## src/rtl/uart_pkg.sv

```systemverilog
// Shared UART definitions: FSM state encoding and line levels, common to the transmitter and
// receiver.
package uart_pkg;

  localparam logic [2:0] StateIdle   = 3'd0;
  localparam logic [2:0] StateWait   = 3'd1;
  localparam logic [2:0] StateStart  = 3'd2;
  localparam logic [2:0] StateData   = 3'd3;
  localparam logic [2:0] StateParity = 3'd4;
  localparam logic [2:0] StateStop   = 3'd5;

  typedef enum logic [2:0] {
    StIdle   = StateIdle,
    StWait   = StateWait,
    StStart  = StateStart,
    StData   = StateData,
    StParity = StateParity,
    StStop   = StateStop
  } uart_state_e;

  localparam logic IdleLevel  = 1'b1;
  localparam logic StartLevel = 1'b0;
  localparam logic StopLevel  = 1'b1;

  // Narrower characters are zero-extended by the caller, which leaves the XOR unchanged.
  function automatic logic even_parity(input logic [7:0] data);
    return ^data;
  endfunction

endpackage

```

## src/rtl/uart_edge_detect.sv

```systemverilog
// Rising-edge detector: registers the input and flags the cycle in which it goes 0 -> 1.
module uart_edge_detect (
  input  logic clk,
  input  logic arst_n,
  input  logic sig,
  output logic tick
);

  logic sig_q;

  always_ff @(posedge clk or negedge arst_n) begin
    if (!arst_n) begin
      sig_q <= 1'b0;
    end else begin
      sig_q <= sig;
    end
  end

  assign tick = sig & ~sig_q;

endmodule

```

## src/rtl/uart_tx.sv

```systemverilog
// UART transmitter: frames bytes as start/data/[parity]/stop on tx, paced by the baud square wave.
// Define UART_TX_PARITY_EN to append an even-parity bit after the data bits.
module uart_tx
  import uart_pkg::*;
#(
  parameter int unsigned DATA_BITS = 8,
  parameter int unsigned STOP_BITS = 1
) (
  input  logic                 clk,
  input  logic                 arst_n,
  input  logic                 baud_in,
  input  logic [DATA_BITS-1:0] tx_data,
  input  logic                 tx_valid,
  output logic                 tx_ready,
  output logic                 tx,
  output logic                 busy
);

  localparam int unsigned CntW = $clog2(DATA_BITS);

  uart_state_e          state_q;
  logic [DATA_BITS-1:0] shreg_q;
  logic [CntW-1:0]      bit_cnt_q;
  logic                 stop_cnt_q;
  logic                 tx_q;
  logic                 tick;
`ifdef UART_TX_PARITY_EN
  logic                 parity_q;
`endif

  uart_edge_detect u_baud_edge (
    .clk    (clk),
    .arst_n (arst_n),
    .sig    (baud_in),
    .tick   (tick)
  );

  assign tx       = tx_q;
  assign tx_ready = (state_q == StIdle);
  assign busy     = (state_q != StIdle);

  always_ff @(posedge clk or negedge arst_n) begin
    if (!arst_n) begin
      state_q    <= StIdle;
      shreg_q    <= '0;
      bit_cnt_q  <= '0;
      stop_cnt_q <= 1'b0;
      tx_q       <= IdleLevel;
`ifdef UART_TX_PARITY_EN
      parity_q   <= 1'b0;
`endif
    end else begin
      unique case (state_q)
        StIdle: begin
          tx_q <= IdleLevel;
          // A tick coinciding with accept is deliberately not used; WAIT takes the next one.
          if (tx_valid) begin
            shreg_q    <= tx_data;
            stop_cnt_q <= 1'b0;
`ifdef UART_TX_PARITY_EN
            parity_q   <= even_parity(8'(tx_data));
`endif
            state_q    <= StWait;
          end
        end
        StWait: begin
          if (tick) begin
            tx_q    <= StartLevel;
            state_q <= StStart;
          end
        end
        StStart: begin
          if (tick) begin
            tx_q      <= shreg_q[0];
            bit_cnt_q <= '0;
            state_q   <= StData;
          end
        end
        StData: begin
          if (tick) begin
            if (bit_cnt_q == CntW'(DATA_BITS - 1)) begin
`ifdef UART_TX_PARITY_EN
              tx_q       <= parity_q;
              state_q    <= StParity;
`else
              tx_q       <= StopLevel;
              stop_cnt_q <= 1'b0;
              state_q    <= StStop;
`endif
            end else begin
              shreg_q   <= shreg_q >> 1;
              bit_cnt_q <= bit_cnt_q + CntW'(1);
              tx_q      <= shreg_q[1];
            end
          end
        end
`ifdef UART_TX_PARITY_EN
        StParity: begin
          if (tick) begin
            tx_q       <= StopLevel;
            stop_cnt_q <= 1'b0;
            state_q    <= StStop;
          end
        end
`endif
        StStop: begin
          if (tick) begin
            if (stop_cnt_q == 1'(STOP_BITS - 1)) begin
              tx_q    <= IdleLevel;
              state_q <= StIdle;
            end else begin
              stop_cnt_q <= stop_cnt_q + 1'b1;
            end
          end
        end
        default: begin
          tx_q    <= IdleLevel;
          state_q <= StIdle;
        end
      endcase
    end
  end

endmodule

```

## config.mk

```make
export PLATFORM = sky130hd
export DESIGN_NAME = uart_tx
export DESIGN_NICKNAME = d
export VERILOG_FILES = /design/src/rtl/uart_pkg.sv /design/src/rtl/uart_edge_detect.sv /design/src/rtl/uart_tx.sv
export SDC_FILE = /design/constraint.sdc
export NUM_CORES = 1
export LEC_CHECK = 0
export BUFFER_PORTS_ARGS = -buffer_cell sky130_fd_sc_hd__buf_2
export CAP_MARGIN = 10
export CELL_PAD_IN_SITES_DETAIL_PLACEMENT = 0
export CELL_PAD_IN_SITES_GLOBAL_PLACEMENT = 1
export CORE_MARGIN = 2
export CORE_UTILIZATION = 45
export CTS_CLUSTER_DIAMETER = 60
export DETAILED_ROUTE_END_ITERATION = 10
export GPL_ROUTABILITY_DRIVEN = 0
export HOLD_SLACK_MARGIN = 0.02
export PLACE_DENSITY = 0.9
export SLEW_MARGIN = 5
export SYNTH_ARGS = -nofsm -noshare
export SYNTH_HDL_FRONTEND = slang
export SYNTH_SLANG_ARGS = --single-unit
```

## constraint.sdc

```tcl
create_clock -name clk -period 2.5 [get_ports clk]
set_input_delay 0.125 -clock clk [delete_from_list [all_inputs] [get_ports clk]]
set_output_delay 0.125 -clock clk [all_outputs]
set_load 0.02 [all_outputs]
```

==> impl_metrics.ini, run 1 <==
[status]
status = completed

[detailed_routing]
drc_errors = 0
routed_wl_um = 1880
vias = 718
dr.pass1.iters = 4
viasPerCell = 5.52
drtIter0Drc = 9
routedWlPerCell_um = 14.4
ant_nets = 0

[sta]
post-route-min-period_ns = 1.77
slew_violations = 0
clock.fmax_ghz = 0.564
relSlewSlack_pct = 70.7
rsz0062_at_grt = no
tns_ns = 0
setup_violations = 0
worst_slew_pin_slew_ns = 0.440
finClkSkew_ns = 0.000950
timing.final.crit_share_pct = 71.0
hold_viol_final = 0

[logic_synthesis]
ys.flop_type = dfrtp_1
syn_nets = 103
synth.distinct_cells = 34
yosysTopAreaCell = dfrtp_1
synthesis.area_um2 = 937
synth_top_area_share_pct = 40.1
netlist_top_cells_count = dfrtp_1, a2bb2oi_1, mux2i_1, or3b_2, o21ai_0
synth-edff-count = 0
ys_seq_area_share_pct = 42.9
syn-instance-count = 88
avgSynthCellArea_um2 = 10.6
ys_ff_latch = 16
yosys_warnings = 0
async_flop_share_pct = 100
ys_top_cells_by_area = dfrtp_1, mux2i_1, a2bb2oi_1, or3b_2, ha_1
yosysMostFrequentCell = dfrtp_1

[critical_path]
crit_family = compound AO/OA/AOI/OAI gates
crit_path_frequent_cell = ha_1
reg2reg_from = bit_cnt_q[0]$_DFFE_PN0P_
path_cells = ha_1 > ha_1 > nand3b_1 > a221oi_4 > a2bb2oi_1
worst-path-stages = 5
crit_path_end_kind = register
path_buf_inv = 0
crit_path_start_kind = register
cp_max_fo = 8
setup.worst_path.class = register to register
critPathMaxStageDelay_ns = 0.45
cp.required_ns = 2.71
reg2reg_to = shreg_q[5]$_DFFE_PN0P_
worstRegToRegCells = 5
cp.arrival_ns = 1.99
crit_path_top_delay_cell = a221oi_4
regToRegSetupSlack_ns = 0.73

[pwr]
ir_worst_vdd_mv = 0.458
comb_power_share_pct = 45.6
p_per_area_nw_per_um2 = 1100
power_switching_mw = 0.447
switching_share_pct = 38.1
seq_power_share_pct = 39.4
pwr-share-clk_pct = 15.0
p_leak_nw = 0.513
internal_power_mw = 0.727

[cts]
insertion_delay_ns = 0.29
post_cts_resized = 0
cts_buffer_depth = 2
cts.sinks = 16
postCtsSetupBuffers = 0
cts_root_buf = clkbuf_4
holdBufCountCts = 1
clk_pin_slew_worst_paths_ns = 0.10
cts_tree = done
htree_levels = 1
cts_buffers = 3

[hold_path]
hold_end = u_baud_edge.sig_q$_DFF_PN0_
holdCritStartpoint = baud_in
hold_path_class = primary input to register
whs_path_depth = 1

[grt]
grt_max_degree = 17
grt_first_pass_wirelength_um = 3310
antenna_found_initial = 0
track_usage_pct = 17.7
grt_pass1_vias = 727
overflow = 0

[finish]
drive_gt1_share_pct = 28.2
antenna_cells = 0
instances_no_fill = 130
finish.utilization_pct = 54.4
final_nets = 119
finalInstanceArea_um2 = 1070
area_delta_synth_final_pct = 13.9

[die]
die_w_um = 49.6
initial_core_util_pct = 47.8
core_um2 = 1960
ios = 15
row_count = 16
die_y_um = 49.6
die_area_um2 = 2460

[place]
io_buffer_count = 14
dpl.hpwl_um = 1330
place_area_um2 = 1020
place_inst = 125

[run]
cap_violations = 0
## sequential cells by signal, indices dropped and copies added, names as in the netlist
| name | count |
|---|---|
| bit_cnt_q | 3 |
| shreg_q | 8 |
| state_q | 3 |
| tx | 1 |
| u_baud_edge.sig_q | 1 |
## placed cells by master (no fill, tap or decap), drive strengths merged, types with 2 or more instances in the layout
cell and n:
clkbuf 4, ha 3, a21oi 2, or3b 8
nand2b 2, nand2 4, nor3 3, a2bb2oi 7
o21ai 6, dfrtp 15, mux2i 7, and2 2
inv 5, buf 14, nor2b 2, nor2 2
## area by class of cell
type	instances	area [µm²]
Clock buffer	4	36.3
Fill cell	197	895
Inverter	5	18.8
Multi-Input combinational cell	63	497
Sequential cell	16	402
Tap cell	27	33.8
Timing Repair Buffer	15	80.1
## worst max path at each step
stage,start,end,slack [ns]
2_1_floorplan,bit_cnt_q[0]$_DFFE_PN0P_,shreg_q[0]$_DFFE_PN0P_,0.92
3_3_place_gp,bit_cnt_q[0]$_DFFE_PN0P_,shreg_q[0]$_DFFE_PN0P_,0.80
3_5_place_dp,bit_cnt_q[0]$_DFFE_PN0P_,shreg_q[2]$_DFFE_PN0P_,0.72
4_1_cts,bit_cnt_q[0]$_DFFE_PN0P_,shreg_q[2]$_DFFE_PN0P_,0.72
5_1_grt,bit_cnt_q[0]$_DFFE_PN0P_,shreg_q[5]$_DFFE_PN0P_,0.63
6_report,bit_cnt_q[0]$_DFFE_PN0P_,shreg_q[5]$_DFFE_PN0P_,0.73
## stage by stage
step / setup WS [ns] / hold WS (ns) / total power, mW
global placement: 0.802 / 0.0558 / 0.979
floorplan: 0.923 / -0.171 / 0.891
detailed placement: 0.724 / 0.0605 / 1.00
CTS: 0.723 / 0.0414 / 1.18
global route: 0.628 / 0.0435 / 1.26
finish: 0.726 / 0.0511 / 1.17
## worst reg2reg max path: stages, from the launching register on
cell and delay (ns):
dfrtp_1 0.40, ha_1 0.22, ha_1 0.19, nand3b_1 0.23, a221oi_4 0.45, a2bb2oi_1 0.21
## kinds of logic (layout without fill, tap and decap cells)
kind of cell	Yosys count	after routing	synth area share [%]
AO/OA/AOI/OAI	23	23	19.8
adder cells (fa/ha/maj)	3	3	4.01
buffers and inverters	9	24	4.14
AND/OR/NAND/NOR	30	30	21.8
flip-flops	16	16	42.9
multiplexers	7	7	7.48
## power groups by stage
stage	sequential [mW]	clock (mW)	combinational, mW
4_1_cts	0.461	0.182	0.540
5_1_grt	0.480	0.193	0.591
3_5_place_dp	0.465	0	0.540
2_1_floorplan	0.427	0	0.465
6_report	0.463	0.176	0.535
3_3_place_gp	0.459	0	0.520
## routing by layer
layer | track usage, % | part of all wire [%] | wire length (µm)
met2 | 30.2 | 49 | 921
met4 | 6.94 | 1.4 | 27
met1 | 21.4 | 47 | 876
met3 | 3.94 | 2.7 | 51
met5 | 0 | 0 | 0
(Power assumes the default switching activity.)
==> inputs of run 2 (changes only) <==
--- a/config.mk
+++ b/config.mk
@@ -10,12 +10,12 @@
 export CELL_PAD_IN_SITES_DETAIL_PLACEMENT = 0
 export CELL_PAD_IN_SITES_GLOBAL_PLACEMENT = 1
 export CORE_MARGIN = 2
-export CORE_UTILIZATION = 45
+export CORE_UTILIZATION = 38
 export CTS_CLUSTER_DIAMETER = 60
 export DETAILED_ROUTE_END_ITERATION = 10
 export GPL_ROUTABILITY_DRIVEN = 0
 export HOLD_SLACK_MARGIN = 0.02
-export PLACE_DENSITY = 0.9
+export PLACE_DENSITY = 0.82
 export SLEW_MARGIN = 5
 export SYNTH_ARGS = -nofsm -noshare
 export SYNTH_HDL_FRONTEND = slang
==> constraint.sdc (replaced) <==
create_clock -name clk -period 1.59 [get_ports clk]
set_input_delay 0.0795 -clock clk [delete_from_list [all_inputs] [get_ports clk]]
set_output_delay 0.0795 -clock clk [all_outputs]
set_load 0.02 [all_outputs]
==> run 2 against run 1 <==
Compared with the run above:
- the run now ends with setup timing left
- non-clock buffer count up 18
- fmax rose by 5.6%
- setup slack got worse by 0.82 ns
- clock skew grew 0.0074 ns
- sequential share of layout area shrank 6.4 points
- sequential cell count is the same
- clock-buffer cell count did not move
- cell count increased by 15%
- critical endpoint is now shreg_q[1]$_DFFE_PN0P_
- largest power group unchanged
- worst hold slack gained 0.040 ns
- power increased by 98%
- global-route usage grew 1.1 points
==> impl_metrics.ini, run 2 (same netlist as run 1, synthesis figures left out) <==
[grt]
grt_first_pass_wirelength_um = 3750
grt_pass1_vias = 799
grt_max_degree = 17
overflow = 0
antenna_found_initial = 0
track_usage_pct = 18.8

[sta]
slew_violations = 0
fin_ws_ns = -0.0903
timing.final.crit_share_pct = 106
hold_viol_final = 0
worst_slew_pin_slew_ns = 0.364
relSlewSlack_pct = 75.8
clock.fmax_ghz = 0.595
finClkSkew_ns = 0.00837
post-route-min-period_ns = 1.68
rsz0062_at_grt = yes
setup_violations = 8

[hold_path]
holdCritStartpoint = tx_data[3]
hold_end = shreg_q[3]$_DFFE_PN0P_
hold_path_class = primary input to register
whs_path_depth = 3

[finish]
antenna_cells = 0
final_nets = 137
largest_reg_flops = 8
instances_no_fill = 149
nFillCells = 198
layout_commonest_cell = buf_4
area_delta_synth_final_pct = 37.5
reg_top3 = shreg_q: 8 flops, bit_cnt_q: 3 flops, state_q: 3 flops
final_cell_mix = buf_4, dfrtp_1, buf_2, or3b_2, mux2i_1
drive_gt1_share_pct = 46.3
finish.utilization_pct = 56.6
top_register = shreg_q

[cts]
clk_pin_slew_worst_paths_ns = 0.10
cts_buffers = 3
cts_tree = done
cts_buffer_depth = 2
cts_root_buf = clkbuf_4
cts.sinks = 16
htree_levels = 1
insertion_delay_ns = 0.29

[place]
io_buffer_count = 14
place_inst = 138
dpl.hpwl_um = 1430
dp_slack_ns = -0.109

[pwr]
ir_worst_vdd_mv = 0.979
p_per_area_nw_per_um2 = 1800
total_power_mw = 2.32
p_leak_nw = 0.605

[critical_path]
regToRegSetupSlack_ns = -0.09
reg2reg_from = bit_cnt_q[1]$_DFFE_PN0P_
crit_path_end_kind = register
cp_max_fo = 8
crit_path_start_kind = register
reg2reg_to = shreg_q[1]$_DFFE_PN0P_
cp.required_ns = 1.81
worstRegToRegCells = 6
setup.worst_path.class = register to register
cp.arrival_ns = 1.90
worstSetupStartpoint = bit_cnt_q[1]$_DFFE_PN0P_

[die]
die_area_um2 = 2880
row_count = 17
ios = 15
die_w_um = 53.7
die_y_um = 53.7
core_um2 = 2280
initial_core_util_pct = 41.2

[detailed_routing]
routed_wl_um = 2270
routedWlPerCell_um = 15.2
ant_nets = 0
vias = 806
dr.pass1.iters = 4
viasPerCell = 5.41
drc_errors = 0
drtIter0Drc = 2

[run]
cap_violations = 0

[status]
violations = setup timing
status = finished with violations
[run 2: area by class of cell]
cell class | instances | area (µm²) | share of cell area, %
multi-input cells | 63 | 568 | 44.1
repair buffers | 33 | 228 | 17.7
inverters | 5 | 18.8 | 1.46
well taps | 28 | 35.0 | 2.72
clock buffers | 4 | 36.3 | 2.82
flip-flops and latches | 16 | 403 | 31.3
[run 2: how the worst max path moves through the flow]
stage | end | slack (ns) | depth (start not counted)
2_1_floorplan | shreg_q[0]$_DFFE_PN0P_ | 0.01 | 5
3_3_place_gp | shreg_q[0]$_DFFE_PN0P_ | -0.07 | 6
3_5_place_dp | shreg_q[4]$_DFFE_PN0P_ | -0.11 | 6
4_1_cts | shreg_q[6]$_DFFE_PN0P_ | -0.02 | 6
5_1_grt | shreg_q[4]$_DFFE_PN0P_ | -0.16 | 6
6_report | shreg_q[1]$_DFFE_PN0P_ | -0.09 | 6
[run 2: what timing repair did]
| item | CTS | global route |
|---|---|---|
| gates cloned | 0 | 0 |
| hold buffers | 2 | 0 |
| endpoints found under the setup margin | 8 | 10 |
| gates resized for setup | 10 | 6 |
| setup buffers | 2 | 3 |
| hold endpoints to repair | 17 | 0 |
| pin swaps | 1 | 1 |
[run 2: critical path, cell delays in order (launching register included)]
cell and delay [ns]:
dfrtp_1 0.43, ha_4 0.18, ha_4 0.15, nand3b_1 0.24
a221oi_4 0.27, buf_6 0.18, a2bb2oi_1 0.16
[run 2: stage by stage]
stage	cell area [µm²]	hold WS, ns	TNS [ns]
global placement	1110	0.0135	-0.317
global route	1290	0.102	-1.10
CTS	1230	0.0868	-0.0715
detailed placement	1110	0.0145	-0.737
finish	1290	0.0913	-0.563
floorplan	937	-0.216	0
[run 2: per-layer routing]
metal | part of all wire, % | vias up | track usage (%)
li1 | - | 399 | -
met1 | 46 | 385 | 23.2
met2 | 49 | 18 | 31.9
met3 | 2.8 | 4 | 2.50
met4 | 1.9 | 0 | 8.97
met5 | 0 | - | 0
[run 2: power breakdown]
part           switching, mW  total [mW]  internal (mW)  leakage [nW]
clock                  0.137       0.276          0.139        0.0210
combinational          0.599        1.34          0.743         0.405
sequential             0.127       0.707          0.580         0.179
total                  0.862        2.32           1.46         0.605
==> inputs of run 3 (changes only) <==
--- a/config.mk
+++ b/config.mk
@@ -20,3 +20,4 @@
 export SYNTH_ARGS = -nofsm -noshare
 export SYNTH_HDL_FRONTEND = slang
 export SYNTH_SLANG_ARGS = --single-unit
+export TNS_END_PERCENT = 30
==> run 3 against run 2 <==
Compared with the run above:
- the flow still finishes with violations (setup timing)
- first-iteration DRC count is the same
- die area is the same
- clock-buffer cell count unchanged
- critical endpoint unchanged
- global-route usage is the same
- final area is 1.5% lower
- sequential power is essentially flat
- sequential share of layout area increased by 0.46 points
==> impl_metrics.ini, run 3 (same netlist as run 1, synthesis figures left out) <==
[status]
status = finished with violations
violations = setup timing

[sta]
clock.fmax_ghz = 0.606
setup_violations = 8
timing.final.crit_share_pct = 104
hold_viol_final = 0
rsz0062_at_grt = yes
finClkSkew_ns = 0.00653
post-route-min-period_ns = 1.65
hold_slack_ns = 0.0935
relSlewSlack_pct = 75.6
slew_violations = 0
fin_ws_ns = -0.0615
worst_slew_pin_slew_ns = 0.366

[critical_path]
crit_path_start_kind = register
path_cells = ha_4 > ha_4 > nand3b_1 > a221oi_4 > buf_6 > a2bb2oi_1
cp.required_ns = 1.80
crit_path_end_kind = register
regToRegSetupSlack_ns = -0.06
worstSetupStartpoint = bit_cnt_q[1]$_DFFE_PN0P_
crit_end = shreg_q[1]$_DFFE_PN0P_
cp.arrival_ns = 1.87
cp_max_fo = 8
reg2reg_to = shreg_q[1]$_DFFE_PN0P_
critPathMaxStageDelay_ns = 0.43
worstRegToRegCells = 6
setup.worst_path.class = register to register
crit_path_frequent_cell = ha_4
crit_path_top_delay_cell = dfrtp_1
reg2reg_from = bit_cnt_q[1]$_DFFE_PN0P_

[finish]
drive_gt1_share_pct = 44.9
layout_commonest_cell = dfrtp_1
final_cell_mix = dfrtp_1, buf_2, buf_4, or3b_2, mux2i_1
top_register = shreg_q
final_nets = 134
antenna_cells = 0
largest_reg_flops = 8
finish.utilization_pct = 55.8
reg_top3 = shreg_q: 8 flops, bit_cnt_q: 3 flops, state_q: 3 flops
area_delta_synth_final_pct = 35.5

[cts]
cts.sinks = 16
clk_pin_slew_worst_paths_ns = 0.10
cts_buffers = 3
cts_tree = done
cts_buffer_depth = 2
insertion_delay_ns = 0.29
cts_root_buf = clkbuf_4
htree_levels = 1

[place]
dpl.hpwl_um = 1430
io_buffer_count = 14
dp_slack_ns = -0.109

[detailed_routing]
viasPerCell = 5.38
routedWlPerCell_um = 15.3
ant_nets = 0
drc_errors = 0
routed_wl_um = 2230
vias = 785
dr.pass1.iters = 4
drtIter0Drc = 2

[grt]
grt_pass1_vias = 799
antenna_found_initial = 0
grt_max_degree = 17
overflow = 0
track_usage_pct = 18.8
grt_first_pass_wirelength_um = 3750

[die]
die_y_um = 53.7
die_w_um = 53.7
row_count = 17
initial_core_util_pct = 41.2
ios = 15
core_um2 = 2280
die_area_um2 = 2880

[hold_path]
whs_path_depth = 3
hold_path_class = primary input to register

[run]
cap_violations = 0

[pwr]
ir_worst_vdd_mv = 0.978
p_leak_nw = 0.589
p_per_area_nw_per_um2 = 1820
[run 3: changes by cell type in the layout (fill, tap and decap cells not counted)]
cell	previous run	this run
buf_4	16	12
buf_6	2	3
[run 3: how the worst min path moves through the flow]
| stage | start | to | slack (ns) |
|---|---|---|---|
| after CTS | tx_data[3] | shreg_q[3]$_DFFE_PN0P_ | 0.09 |
| after detailed placement | arst_n | shreg_q[4]$_DFFE_PN0P_ | 0.01 |
| final | tx_data[3] | shreg_q[3]$_DFFE_PN0P_ | 0.09 |
| after global placement | arst_n | shreg_q[4]$_DFFE_PN0P_ | 0.01 |
| after global routing | tx_data[3] | shreg_q[3]$_DFFE_PN0P_ | 0.10 |
| after floorplan | arst_n | bit_cnt_q[0]$_DFFE_PN0P_ | -0.22 |
[run 3: per-stage QoR]
step	total power [mW]	instances	cell area, µm²	TNS, ns
after floorplan	1.40	88	937	0
after detailed placement	1.75	138	1110	-0.737
after CTS	2.23	146	1230	-0.0715
after global placement	1.72	138	1110	-0.317
after global routing	2.50	146	1270	-1.06
final	2.31	146	1270	-0.331
[run 3: per-layer routing]
layer	share of wire [%]	global-route usage (%)
met5	0	0
met4	2.0	8.97
met3	1.8	2.50
met2	50	31.9
met1	46	23.2
[run 3: final cells by class]
type	instances	area [µm²]
fill	204	1010
multi-input combinational	63	568
sequential	16	403
timing repair buffer	30	209
clock buffer	4	36.3
tap	28	35.0
inverter	5	18.8
[run 3: power by group]
part | switching [mW] | total (mW) | internal [mW]
Clock | 0.135 | 0.274 | 0.139
Sequential | 0.129 | 0.709 | 0.580
Combinational | 0.590 | 1.33 | 0.739
Total | 0.853 | 2.31 | 1.46
[run 3: timing repair]
action	CTS	global route
hold buffers	2	0
resized for setup	10	7
setup buffers	2	0
gates cloned	0	0
pin swaps	1	1
hold endpoints to repair	17	0
endpoints found under the setup margin	8	10
[run 3: worst max-delay path: cells and delay by family (launching register included)]
kind	cells	cell delay [ns]
AO/OA/AOI/OAI	2	0.42
adder cells (fa/ha/maj)	2	0.33
buffers and inverters	1	0.18
AND/OR/NAND/NOR	1	0.22
flip-flops	1	0.43
